`config.mk`:
```
export PLATFORM = sky130hd
export DESIGN_NAME = im_port_arbiter
export DESIGN_NICKNAME = d
export VERILOG_FILES = /design/src/rtl/im_port_arbiter.sv
export SDC_FILE = /design/constraint.sdc
export NUM_CORES = 1
export LEC_CHECK = 0
export BUFFER_PORTS_ARGS = -buffer_cell sky130_fd_sc_hd__buf_4
export CAP_MARGIN = 10
export CORE_MARGIN = 2
export CORE_UTILIZATION = 30
export DETAILED_ROUTE_END_ITERATION = 8
export GPL_ROUTABILITY_DRIVEN = 1
export PLACE_DENSITY = 0.68
export SKIP_LAST_GASP = 1
export SYNTH_ARGS = -nofsm -noshare
export SYNTH_HDL_FRONTEND = slang
export SYNTH_SLANG_ARGS = --single-unit
```
`constraint.sdc`:
```
create_clock -name clk -period 2.7 [get_ports clk]
set_clock_uncertainty 0.15 [all_clocks]
set_input_delay 0.54 -clock clk [delete_from_list [all_inputs] [get_ports clk]]
set_output_delay 0.54 -clock clk [all_outputs]
set_load 0.02 [all_outputs]
```
`src/rtl/im_port_arbiter.sv`:
```
// im_port_arbiter
//   Shares the single combinational read port of the instruction memory
//   between the core fetch stage (port F) and the debug reader (port D).
//   Requests are arbitrated round-robin in the cycle they are presented.
//   The granted address is driven to the memory and checked for alignment
//   and bounds. The returned word (or an error) is registered and shows up
//   on the granted port exactly one cycle later.
//
// Ports
//   clk, rst              rising-edge clock, synchronous active-high reset
//   f_req/f_addr/f_gnt    fetch request, byte address, accepted this cycle
//   f_rvalid/f_rdata/f_err fetch response pulse, word, error flag
//   d_req/d_addr/d_gnt    debug request, byte address, accepted this cycle
//   d_rvalid/d_rdata/d_err debug response pulse, word, error flag
//   im_addr / im_instr    address to memory / combinational word back
//   f_cnt / d_cnt         saturating per-port grant counters
//
// Handshake: a requester holds req and addr stable until it sees gnt in the
// same cycle. Dropping req before gnt withdraws the request and no response
// follows. A grant in cycle N gives rvalid for exactly cycle N+1.
module im_port_arbiter #(
    parameter int MEM_SIZE = 128,
    parameter int CNT_W    = 16
) (
    input  logic             clk,
    input  logic             rst,
    input  logic             f_req,
    input  logic [31:0]      f_addr,
    output logic             f_gnt,
    output logic             f_rvalid,
    output logic [31:0]      f_rdata,
    output logic             f_err,
    input  logic             d_req,
    input  logic [31:0]      d_addr,
    output logic             d_gnt,
    output logic             d_rvalid,
    output logic [31:0]      d_rdata,
    output logic             d_err,
    output logic [31:0]      im_addr,
    input  logic [31:0]      im_instr,
    output logic [CNT_W-1:0] f_cnt,
    output logic [CNT_W-1:0] d_cnt
);

    // Highest legal word-aligned byte address.
    localparam logic [31:0]      LAST_WORD = 32'(MEM_SIZE - 4);
    localparam logic [CNT_W-1:0] CNT_MAX   = '1;

    logic             lastWasD;
    logic             grantF;
    logic             grantD;
    logic             addrErr;
    logic [31:0]      respWord;

    logic             fValidQ;
    logic             fErrQ;
    logic [31:0]      fDataQ;
    logic             dValidQ;
    logic             dErrQ;
    logic [31:0]      dDataQ;
    logic [CNT_W-1:0] fCntQ;
    logic [CNT_W-1:0] dCntQ;

    // Round-robin: on contention the port not granted last time wins.
    always_comb begin
        grantF = 1'b0;
        grantD = 1'b0;
        if (!rst) begin
            if (f_req && (!d_req || lastWasD)) begin
                grantF = 1'b1;
            end else if (d_req) begin
                grantD = 1'b1;
            end
        end
    end

    assign im_addr = grantF ? f_addr : (grantD ? d_addr : 32'h0);

    // The full 32-bit compare keeps upper-bit garbage from aliasing into
    // the memory's low address bits.
    assign addrErr  = (im_addr[1:0] != 2'b00) || (im_addr > LAST_WORD);
    assign respWord = addrErr ? 32'h0 : im_instr;

    always_ff @(posedge clk) begin
        if (rst) begin
            lastWasD <= 1'b1;
            fValidQ  <= 1'b0;
            fErrQ    <= 1'b0;
            fDataQ   <= 32'h0;
            dValidQ  <= 1'b0;
            dErrQ    <= 1'b0;
            dDataQ   <= 32'h0;
            fCntQ    <= '0;
            dCntQ    <= '0;
        end else begin
            fValidQ <= grantF;
            dValidQ <= grantD;
            fErrQ   <= grantF && addrErr;
            dErrQ   <= grantD && addrErr;
            if (grantF) begin
                fDataQ <= respWord;
                if (fCntQ != CNT_MAX) begin
                    fCntQ <= fCntQ + 1'b1;
                end
            end
            if (grantD) begin
                dDataQ <= respWord;
                if (dCntQ != CNT_MAX) begin
                    dCntQ <= dCntQ + 1'b1;
                end
            end
            if (grantF || grantD) begin
                lastWasD <= grantD;
            end
        end
    end

    assign f_gnt = grantF;
    assign d_gnt = grantD;

    // Reset in the cycle after a grant must squash the pending response
    // and hide the already-bumped counter, so the registered state is
    // masked while rst is high.
    assign f_rvalid = fValidQ && !rst;
    assign f_err    = fErrQ && !rst;
    assign f_rdata  = rst ? 32'h0 : fDataQ;
    assign d_rvalid = dValidQ && !rst;
    assign d_err    = dErrQ && !rst;
    assign d_rdata  = rst ? 32'h0 : dDataQ;
    assign f_cnt    = rst ? '0 : fCntQ;
    assign d_cnt    = rst ? '0 : dCntQ;

endmodule

```
Yosys cells after proc, flatten, opt, wreduce, memory -nomap -nowiden

Index checks and enable logic that the tools add are counted.

Register bits after elaboration: 101
Bits of input ports: 100
Output and inout port bits: 134
Word-level logic and storage cells: 41

$add $sub $neg: 2
$lt $le $gt $ge: 1
Eq/ne operators: 2
Muxes and demuxes: 12
Reductions and logical operators: 15

Operators with widths:

| operator                | count |
|---|---|
| $mux W32                | 5 |
| $add A16 B1 Y16 const B | 2 |
| $gt A32 B7 Y1 const B   | 1 |
| $mux W16                | 2 |
| $ne A16 B16 Y1 const B  | 2 |
| $logic_and A1 B1 Y1     | 7 |
| $mux W1                 | 5 |
| $reduce_and A2 Y1       | 2 |
| $logic_or A1 B1 Y1      | 3 |
| $logic_not A1 Y1        | 2 |
| $reduce_bool A2 Y1      | 1 |

Logic depth before layout (Yosys ltp)

Gate-level depths: netlist (run 1).

Depth in word-level cells: 10
Mapped depth: 9
Depth with buffers taken out: 7

Least setup slack after synthesis (run 1)

No wires, ideal clock.

Kind: input port to output port
From: input d_req
To: output im_addr[14]
Arrival time: 2.331 ns
Data required time: 2.010 ns
Slack: -0.321 ns
Stages: 8
Path buffers: 4
Path through: a21boi_2 buf_2 nand2_1 clkbuf_1 inv_1 buf_2 buf_1 a22o_1

Longest elaborated chain between the ends: 7
Elaborated cells between the ends (all ways): 10
Classes of those cells: 7 x mux; 3 x reduce/logical

RTL lines:

| what                     | RTL line | RTL |
|---|---|---|
| from (decl)              | 33       | `input logic d_req,` |
| $logic_not A1 Y1         | 69       | `if (f_req && (!d_req \|\| lastWasD)) begin` |
| $logic_or A1 B1 Y1       | 69       |  |
| $logic_and A1 B1 Y1      | 69       |  |
| $mux W1 *                | 69       |  |
| $mux W1 *                | 68       | `if (!rst) begin` |
| via d_gnt                | 35       | `output logic d_gnt,` |
| $mux W32 * (2 in series) | 77       | `assign im_addr = grantF ? f_addr : (grantD ? d_addr : 32'h0);` |
| to (decl)                | 39       | `output logic [31:0] im_addr,` |

Mark *: on every way through the listed nets, which the timed path passes. The rest lies on a longest branch.

Worst setup path in the final report (run 1)

From: register lastWasD
To: output im_addr[7]

Longest elaborated chain between the ends: 6
Elaborated cells between the ends (all ways): 8
Classes of those cells: 6 x mux; 2 x reduce/logical

RTL lines:

| what                   | RTL line | RTL |
|---|---|---|
| from (decl)            | 49       | `logic lastWasD;` |
| from (signal assigned) | 113      | `lastWasD <= grantD;` |
| $logic_or A1 B1 Y1 *   | 69       |  |
| $logic_and A1 B1 Y1 *  | 69       |  |
| $mux W1                | 69       |  |
| $mux W1                | 68       |  |
| $mux W32               | 77       |  |
| $mux W32 *             | 77       |  |

Every way passes the cells marked *; elsewhere a longest branch is shown, timed or not.

==> reports/qor.yml, run 1 <==
run_status: "finished, final reports clean"
syn_to_final_growth_pct: 47.0
cts_root_buf: "clkbuf_16"
drv_cap: 0
grt_pass1_wl_um: 23900
drc: 0
critPathLaunchType: "register"
crit_slowest_cell: "and3_2"
timing.fmax_ghz: 0.388
grt_antenna_before_repair: 0
clkTransAtPathRegs_ns: 0.08
peakVddDrop_mv: 0.341
finalSetupViolations: 0
dp_hpwl_um: 11100
cp_num_buf_inv: 2
grt_pass1_vias: 4698
busiest_layer: "met2"
post_cts_buffers: 0
met2_usage_pct: 27.9
finish.utilization_pct: 45.4
core_area_um2: 16700
synth.top_cells.by_area: "dfxtp_1 39%, nor2b_1 16%, a31o_1 6.6%"
cts_tree: "done"
drive_above_1_share_pct: 38.9
die_h_um: 135
routed_wl_um: 15400
track_usage_pct: 16.4
cts-buffers-inserted: 9
slew_headroom_pct: 65.0
routabilityCongestion: 0.775
syn_avg_cell_area_um2: 8.86
synth_area_um2: 5160
hold_ws_ns: 0.266
rows: 47
wl_per_cell_um: 15.0
ys_seq_area_share_pct: 39.2
nets: 909
critPathMaxStageDelay_ns: 0.46
final.setup.worst_slack_ns: 0.121
path_max_fanout: 13
synth_cell_types: 42
cp_cell_sequence: "nand2b_1 > and3_2 > buf_4 > a22o_1 > buf_4"
path_delay_family: "simple AND/OR/NAND/NOR gates"
p_leak_nw: 3.41
port_buffers: 233
reg2reg_slack_ns: 0.33
holdCritPathClass: "input pin to register"
finalCritPeriodShare_pct: 95.5
ys_warn_count: 0
htree_levels: 3
die_x_um: 135
final_cells: 1032
hold_buffers: 0
grt_max_degree: 86
final_common_cell: "buf_4"
overflow: 0
io_pins: 234
layout_common_cells: "255 x buf_4, 128 x nor2b_1, 101 x dfxtp_1, 42 x and2_1, 41 x nor2_1"
cpMostUsedCell: "buf_4"
p_per_area_nw_per_um2: 438
initial_core_util_pct: 30.9
fin_setup_tns_ns: 0
cts_sinks: 101
antenna_cells: 0
path_class: "register to output port"
drtAntennaViolNets: 0
use_met3_pct: 6.21
rsz0062_at_grt: "no"
worstPathRequired_ns: 2.01
dpl_cell_area_um2: 7290
slew_viol_final: 0
dpl_worst_slack_ns: -0.00183
final_cell_area_um2: 7580
clk_latency_ns: 0.34
num_vias: 4951
grtUsageMet1_pct: 19.7
worstSetupEndpointType: "output port"
finalCriticalPeriod_ns: 2.58
cts_resized: 0
clock_path_buffers: 2
yosys.area.top_type: "dfxtp_1"
synth-seq-cells: 101
drtIter0Drc: 230
drt_pass1_iterations: 4
worst_pin_slew_ns: 0.523
synth_top_cell_area_share_pct: 39.2
finalHoldViolCount: 0
design.die.area_um2: 18300
place_inst: 1016
crit_arrival_ns: 1.89
syn_nets: 684
viasPerCell: 4.80
syn_inst: 582
power_mw: 3.32
-- flip-flops by register name, summed over array words and instances, names as in the netlist --
name / cells
fErrQ: 1
dCntQ: 16
fDataQ: 32
dDataQ: 32
fCntQ: 16
lastWasD: 1
fValidQ: 1
dErrQ: 1
dValidQ: 1
-- cells by family after synthesis --
family	Yosys count	synth area share, %
xor gates and xnor gates	20	3.40
adders and majority gates	2	0.485
and+or+nand+nor	272	30.5
DFF	101	39.2
buffers and inverters	57	4.97
muxes	4	0.849
AOI/OAI and AO/OA	126	20.6
-- Yosys cell counts (all sizes together) --
master,instances
a21o,6
and3,4
a2111oi,1
a31oi,2
a31o,65
o21ai,9
dfxtp,101
xnor2,9
and4,5
a21boi,1
mux2i,1
and2,42
nand3,10
xor2,11
nand4,11
nor3,8
or4,2
nor2b,128
nand2b,1
buf,16
o41ai,1
nand2,11
clkbuf,31
inv,10
nor2,41
o211ai,3
a32o,8
nor4,3
mux2,3
a21oi,5
or3,6
a32oi,9
o21a,1
a22o,15
ha,2
-- area by class of cell --
type | instances | area [um^2]
multi-input cells | 424 | 2920
flip-flops and latches | 101 | 2020
well taps | 220 | 275
inverters | 10 | 40.0
repair buffers | 261 | 2030
clock buffers | 10 | 239
fillers | 1670 | 9120
clock inverters | 6 | 53.8
-- routing by layer --
metal | vias up | share of wire (%)
met5 | - | 0
met4 | 0 | 0.75
met3 | 12 | 9.1
met2 | 167 | 48
met1 | 2283 | 42
li1 | 2489 | -
-- worst paths after layout --
path | from | endpoint | cells past startpoint
setup reg to reg | lastWasD$_SDFFE_PP1P_ | fDataQ[31]$_SDFFE_PP0P_ | 9
hold / removal | im_instr[25] | fDataQ[25]$_SDFFE_PP0P_ | 2
setup / recovery | lastWasD$_SDFFE_PP1P_ | im_addr[7] | 5
hold reg to reg | fCntQ[5]$_SDFFE_PP0P_ | fCntQ[5]$_SDFFE_PP0P_ | 2
-- worst reg2reg max path, delay by kind of cell, from the launching register on --
kind / cells / cell delay, ns
buf+inv: 3 / 0.53
simple gates: 3 / 0.67
flops: 1 / 0.34
compound gates: 3 / 0.64
-- power by group --
group | leakage (nW) | switching, mW | internal [mW]
Sequential | 0.815 | 0.00817 | 1.51
Clock | 0.147 | 0.613 | 0.670
Combinational | 2.44 | 0.273 | 0.250
Total | 3.41 | 0.894 | 2.43
(Power assumes the default switching activity.)
==> run 2: changes to the inputs <==
--- a/config.mk
+++ b/config.mk
@@ -12,6 +12,7 @@
 export DETAILED_ROUTE_END_ITERATION = 8
 export GPL_ROUTABILITY_DRIVEN = 1
 export PLACE_DENSITY = 0.68
+export RECOVER_POWER = 50
 export SKIP_LAST_GASP = 1
 export SYNTH_ARGS = -nofsm -noshare
 export SYNTH_HDL_FRONTEND = slang
==> run 2 against run 1 <==
  * Design area is 4.2% lower
  * Critical path depth stayed put
  * Register-to-register slack worse by 0.14 ns
  * Sequential share of layout area is 1.2 points higher
==> reports/qor.yml, run 2 (same netlist as run 1, synthesis figures left out) <==
crit-reg2reg-launch: "lastWasD$_SDFFE_PP1P_"
hold-path-cell-count: 2  # unchanged
cts-buffers-inserted: 9  # unchanged
rsz0062_at_grt: "no"
viasPerCell: 4.82  # +0.53%
peakVddDrop_mv: 0.339  # -0.67%
crit_arrival_ns: 1.88  # about the same
die_x_um: 135  # unchanged
p_per_area_nw_per_um2: 456  # +4.0%
fin_setup_tns_ns: 0  # unchanged
cp_num_buf_inv: 2  # unchanged
drc: 0  # unchanged
nets: 909  # unchanged
cts_root_buf: "clkbuf_16"
drt_pass1_iterations: 4  # unchanged
io_pins: 234  # unchanged
final_cell_area_um2: 7260  # -4.2%
worstPathRequired_ns: 2.01  # about the same
hold_buffers: 0  # unchanged
power_mw: 3.31  # -0.41%
track_usage_pct: 16.4  # unchanged
slew_headroom_pct: 53.7  # -11 points
path_max_fanout: 13  # unchanged
critPathLaunchType: "register"
crit_slowest_cell: "and3_2"
grt_max_degree: 86  # unchanged
timing.fmax_ghz: 0.390  # +0.45%
grt_pass1_wl_um: 23900  # unchanged
port_buffers: 233  # unchanged
design.die.area_um2: 18300  # unchanged
wl_per_cell_um: 15.0  # +0.40%
clock_path_buffers: 2  # unchanged
worst_pin_slew_ns: 0.691  # +0.169 ns
rows: 47  # unchanged
rr_worst_depth: 9  # unchanged
finalCritPeriodShare_pct: 95.1  # -0.43 points
grt_pass1_vias: 4698  # unchanged
cts_sinks: 101  # unchanged
cp_cell_sequence: "nand2b_1 > and3_2 > buf_4 > a22o_1 > buf_4"
dpl_cell_area_um2: 7290  # unchanged
finalCriticalPeriod_ns: 2.57  # -0.0116 ns
dpl_worst_slack_ns: -0.00183  # unchanged
cts_tree: "done"
reg.largest.list: "dDataQ (32), fDataQ (32)"
cts_resized: 0  # unchanged
p_leak_nw: 3.08  # -9.5%
antenna_cells: 0  # unchanged
run_status: "finished, final reports clean"
overflow: 0  # unchanged
drive_above_1_share_pct: 29.2  # -9.7 points
r2r_end: "fDataQ[31]$_SDFFE_PP0P_"
slew_viol_final: 0  # unchanged
holdCritPathClass: "input pin to register"
critPathMaxStageDelay_ns: 0.45  # about the same
path_class: "register to output port"
finalHoldViolCount: 0  # unchanged
initial_core_util_pct: 30.9  # unchanged
finalSetupViolations: 0  # unchanged
drtIter0Drc: 231  # +0.43%
hold_end: "fDataQ[25]$_SDFFE_PP0P_"
clkTransAtPathRegs_ns: 0.08  # about the same
hold_ws_ns: 0.267  # +0.000917 ns
htree_levels: 3  # unchanged
syn_to_final_growth_pct: 40.7
final_common_cell: "buf_4"
routabilityCongestion: 0.775  # unchanged
final.setup.worst_slack_ns: 0.133  # +0.0116 ns
hp-start: "im_instr[25]"
reg2reg_slack_ns: 0.19  # -0.14 ns
die_h_um: 135  # unchanged
core_area_um2: 16700  # unchanged
layout_common_cells: "175 x buf_4, 128 x nor2b_1, 101 x dfxtp_1, 76 x clkbuf_1, 42 x and2_1"
cpMostUsedCell: "buf_4"
post_cts_buffers: 0  # unchanged
num_vias: 4977  # +0.53%
grt_antenna_before_repair: 0  # unchanged
clk_latency_ns: 0.34  # about the same
drtAntennaViolNets: 0  # unchanged
routed_wl_um: 15500  # +0.40%
drv_cap: 0  # unchanged
worstSetupEndpointType: "output port"
path_delay_family: "simple AND/OR/NAND/NOR gates"
dp_hpwl_um: 11100  # unchanged
[run 2: cell types whose count changed in the layout (fill, tap and decap cells not counted), sizes merged]
cell / previous run / this run
buf: 261 / 181
clkbuf: 10 / 90
[run 2: worst register-to-register path: stages (launching register included)]
cell	delay, ns
dfxtp_1	0.34
nand2b_1	0.20
buf_4	0.19
a32o_1	0.29
o21ai_0	0.19
nand4_1	0.13
nor4_1	0.45
buf_12	0.20
buf_12	0.15
a31o_2	0.17
[run 2: cell type report]
type                            count  area (um^2)
Multi-Input combinational cell    424         2890
Fill cell                        1759         9440
Sequential cell                   101         2020
Clock buffer                       10          239
Tap cell                          220          275
Timing Repair Buffer              261         1740
Clock inverter                      6         53.8
Inverter                           10         40.0
[run 2: metal layers]
| metal | track usage (%) | vias to the layer above | wire, um |
|---|---|---|---|
| met5 | 0 | - | 0 |
| met4 | 3.59 | 0 | 126 |
| met3 | 6.21 | 12 | 1420 |
| met2 | 27.9 | 170 | 7340 |
| met1 | 19.7 | 2302 | 6610 |
| li1 | - | 2493 | - |
[run 2: report_power, final]
part | switching [mW] | internal [mW]
combinational | 0.270 | 0.236
sequential | 0.00814 | 1.51
clock | 0.617 | 0.670
total | 0.895 | 2.41
[run 2: worst max path at each step]
stage | startpoint | to | slack, ns | depth (start not counted)
2_1_floorplan | d_req | im_addr[26] | -0.06 | 8
3_3_place_gp | f_addr[0] | dDataQ[7]$_SDFFE_PP0N_ | 0.008 | 8
3_5_place_dp | f_addr[0] | fDataQ[31]$_SDFFE_PP0P_ | -0.002 | 8
4_1_cts | f_req | im_addr[7] | 0.04 | 7
5_1_grt | lastWasD$_SDFFE_PP1P_ | im_addr[3] | 0.007 | 5
6_report | lastWasD$_SDFFE_PP1P_ | im_addr[7] | 0.13 | 5
[run 2: metrics by stage]
step	cells	util (%)
3_5_place_dp	1016	43.6
6_report	1032	43.5
5_1_grt	1032	43.5
2_1_floorplan	582	-
4_1_cts	1032	45.4
3_3_place_gp	1016	43.6
==> run 3: changes to the inputs <==
--- a/config.mk
+++ b/config.mk
@@ -7,6 +7,7 @@
 export LEC_CHECK = 0
 export BUFFER_PORTS_ARGS = -buffer_cell sky130_fd_sc_hd__buf_4
 export CAP_MARGIN = 10
+export CORE_ASPECT_RATIO = 0.6
 export CORE_MARGIN = 2
 export CORE_UTILIZATION = 30
 export DETAILED_ROUTE_END_ITERATION = 8
==> run 3 against run 2 <==
  * Total power fell by 0.89%
  * Register-to-register slack barely moved
  * First-iteration DRC count grew 21%
  * Wire length is 1.9% higher
  * Global-route usage hardly changed
  * Setup slack improved by 0.025 ns
  * Die area up 0.19%
  * Design area decreased by 0.50%
  * Utilization decreased by 0.95 points
  * Sequential cell count did not move
  * Sequential share of layout area grew 0.14 points
==> reports/qor.yml, run 3 (same netlist as run 1, synthesis figures left out) <==
cts_sinks: 101  # unchanged
finalSetupViolations: 0  # unchanged
cts-buffers-inserted: 9  # unchanged
slew_viol_final: 0  # unchanged
num_vias: 4923  # -1.1%
track_usage_pct: 16.4  # +0.042 points
nets: 906  # -0.33%
drt_pass1_iterations: 5  # +1
critPathLaunchType: "input pin"
holdCritPathClass: "input pin to register"
fillers: 1819  # +3.4%
htree_levels: 3  # unchanged
final_common_cell: "buf_4"
finalCriticalPeriod_ns: 2.54  # -0.0246 ns
dp_hpwl_um: 11400  # +2.7%
final_cell_area_um2: 7220  # -0.50%
path_class: "input pin to output port"
layout_common_cells: "155 x buf_4, 128 x nor2b_1, 101 x dfxtp_1, 94 x clkbuf_1, 42 x and2_1"
routed_wl_um: 15800  # +1.9%
port_buffers: 233  # unchanged
path_max_fanout: 82  # +69
drtAntennaViolNets: 0  # unchanged
cts_tree: "done"
worstSetupEndpointType: "output port"
core_area_um2: 17000  # +1.7%
timing.fmax_ghz: 0.393  # +0.97%
p_leak_nw: 2.99  # -2.9%
hold_buffers: 0  # unchanged
finish.utilization_pct: 42.5  # -0.95 points
syn_to_final_growth_pct: 40.0
viasPerCell: 4.72  # -2.1%
post_cts_buffers: 0  # unchanged
grt_pass1_vias: 4511  # -4.0%
design.die.area_um2: 18300  # +0.19%
drc: 0  # unchanged
rows: 37  # -21%
die_h_um: 106  # -22%
finalCritPeriodShare_pct: 94.2  # -0.91 points
dpl_cell_area_um2: 7290  # unchanged
crit-reg2reg-launch: "lastWasD$_SDFFE_PP1P_"
reg.largest.list: "dDataQ (32), fDataQ (32)"
drive_above_1_share_pct: 26.8  # -2.4 points
grt_pass1_wl_um: 24500  # +2.5%
worst_pin_slew_ns: 1.11  # +0.423 ns
wl_per_cell_um: 15.1  # +0.79%
worstPathRequired_ns: 2.01  # about the same
drv_cap: 0  # unchanged
rsz0062_at_grt: "no"
grt_max_degree: 83  # -3.5%
grt_antenna_before_repair: 0  # unchanged
die_x_um: 173  # +28%
slew_headroom_pct: 25.7  # -28 points
cts_root_buf: "clkbuf_16"
crit_start: "rst"
peakVddDrop_mv: 0.303  # -10%
routabilityCongestion: 0.808  # +4.2%
clk_latency_ns: 0.34  # about the same
finalHoldViolCount: 0  # unchanged
initial_core_util_pct: 30.4  # -0.53 points
antenna_cells: 0  # unchanged
clkTransAtPathRegs_ns: 0.08  # about the same
hp-start: "im_instr[28]"
crit_arrival_ns: 1.85  # -0.03 ns
drtIter0Drc: 280  # +21%
overflow: 0  # unchanged
clock_path_buffers: 2  # unchanged
io_pins: 234  # unchanged
p_per_area_nw_per_um2: 454  # -0.40%
fin_setup_tns_ns: 0  # unchanged
run_status: "finished, final reports clean"
run 3: worst max-delay path, stage by stage:
cell	delay, ns
buf_4	0.13
clkbuf_4	0.47
nor2b_1	0.38
clkbuf_1	0.26
run 3: what timing repair did:
| action | CTS | global route |
|---|---|---|
| gates resized for setup | 0 | 5 |
| setup endpoints to repair | 0 | 16 |
| hold endpoints to repair | 0 | 0 |
run 3: final timing paths:
| kind | end | slack (ns) | cells after the start |
|---|---|---|---|
| worst min-delay path | dDataQ[28]$_SDFFE_PP0N_ | 0.28 | 2 |
| worst max register to register | dDataQ[22]$_SDFFE_PP0N_ | 0.19 | 10 |
| worst min register to register | fCntQ[5]$_SDFFE_PP0P_ | 0.36 | 2 |
| worst max-delay path | d_rdata[2] | 0.16 | 4 |
run 3: area by class of cell:
type,instances,area (um^2),share of cell area (%)
well taps,234,293,4.05
flip-flops and latches,101,2020,28.0
multi-input cells,424,2910,40.2
clock buffers,10,229,3.17
inverters,10,42.5,0.589
clock inverters,6,56.3,0.779
repair buffers,258,1680,23.2
run 3: through the flow:
| stage | power [mW] | worst slack (ns) | hold WS [ns] | std cells |
|---|---|---|---|---|
| 2_1_floorplan | 1.80 | -0.0558 | 0.316 | 582 |
| 3_3_place_gp | 2.07 | -0.0922 | 0.340 | 1026 |
| 3_5_place_dp | 2.08 | -0.0832 | 0.341 | 1026 |
| 4_1_cts | 3.34 | 0.0352 | 0.258 | 1042 |
| 5_1_grt | 3.45 | 0.0450 | 0.260 | 1043 |
| 6_report | 3.28 | 0.158 | 0.278 | 1043 |
run 3: power by group:
| group | switching (mW) | internal (mW) | leakage (nW) | total (mW) |
|---|---|---|---|---|
| sequential | 0.00843 | 1.51 | 0.815 | 1.52 |
| clock | 0.601 | 0.643 | 0.140 | 1.24 |
| combinational | 0.276 | 0.242 | 2.04 | 0.518 |
| total | 0.886 | 2.39 | 2.99 | 3.28 |
run 3: metal layers:
layer / routed length (um) / up-vias / global-route usage [%]
met5: 0 / - / 0
met2: 6480 / 166 / 23.1
met1: 8150 / 2258 / 24.9
met3: 1050 / 8 / 4.65
met4: 100 / 0 / 2.72
li1: - / 2491 / -
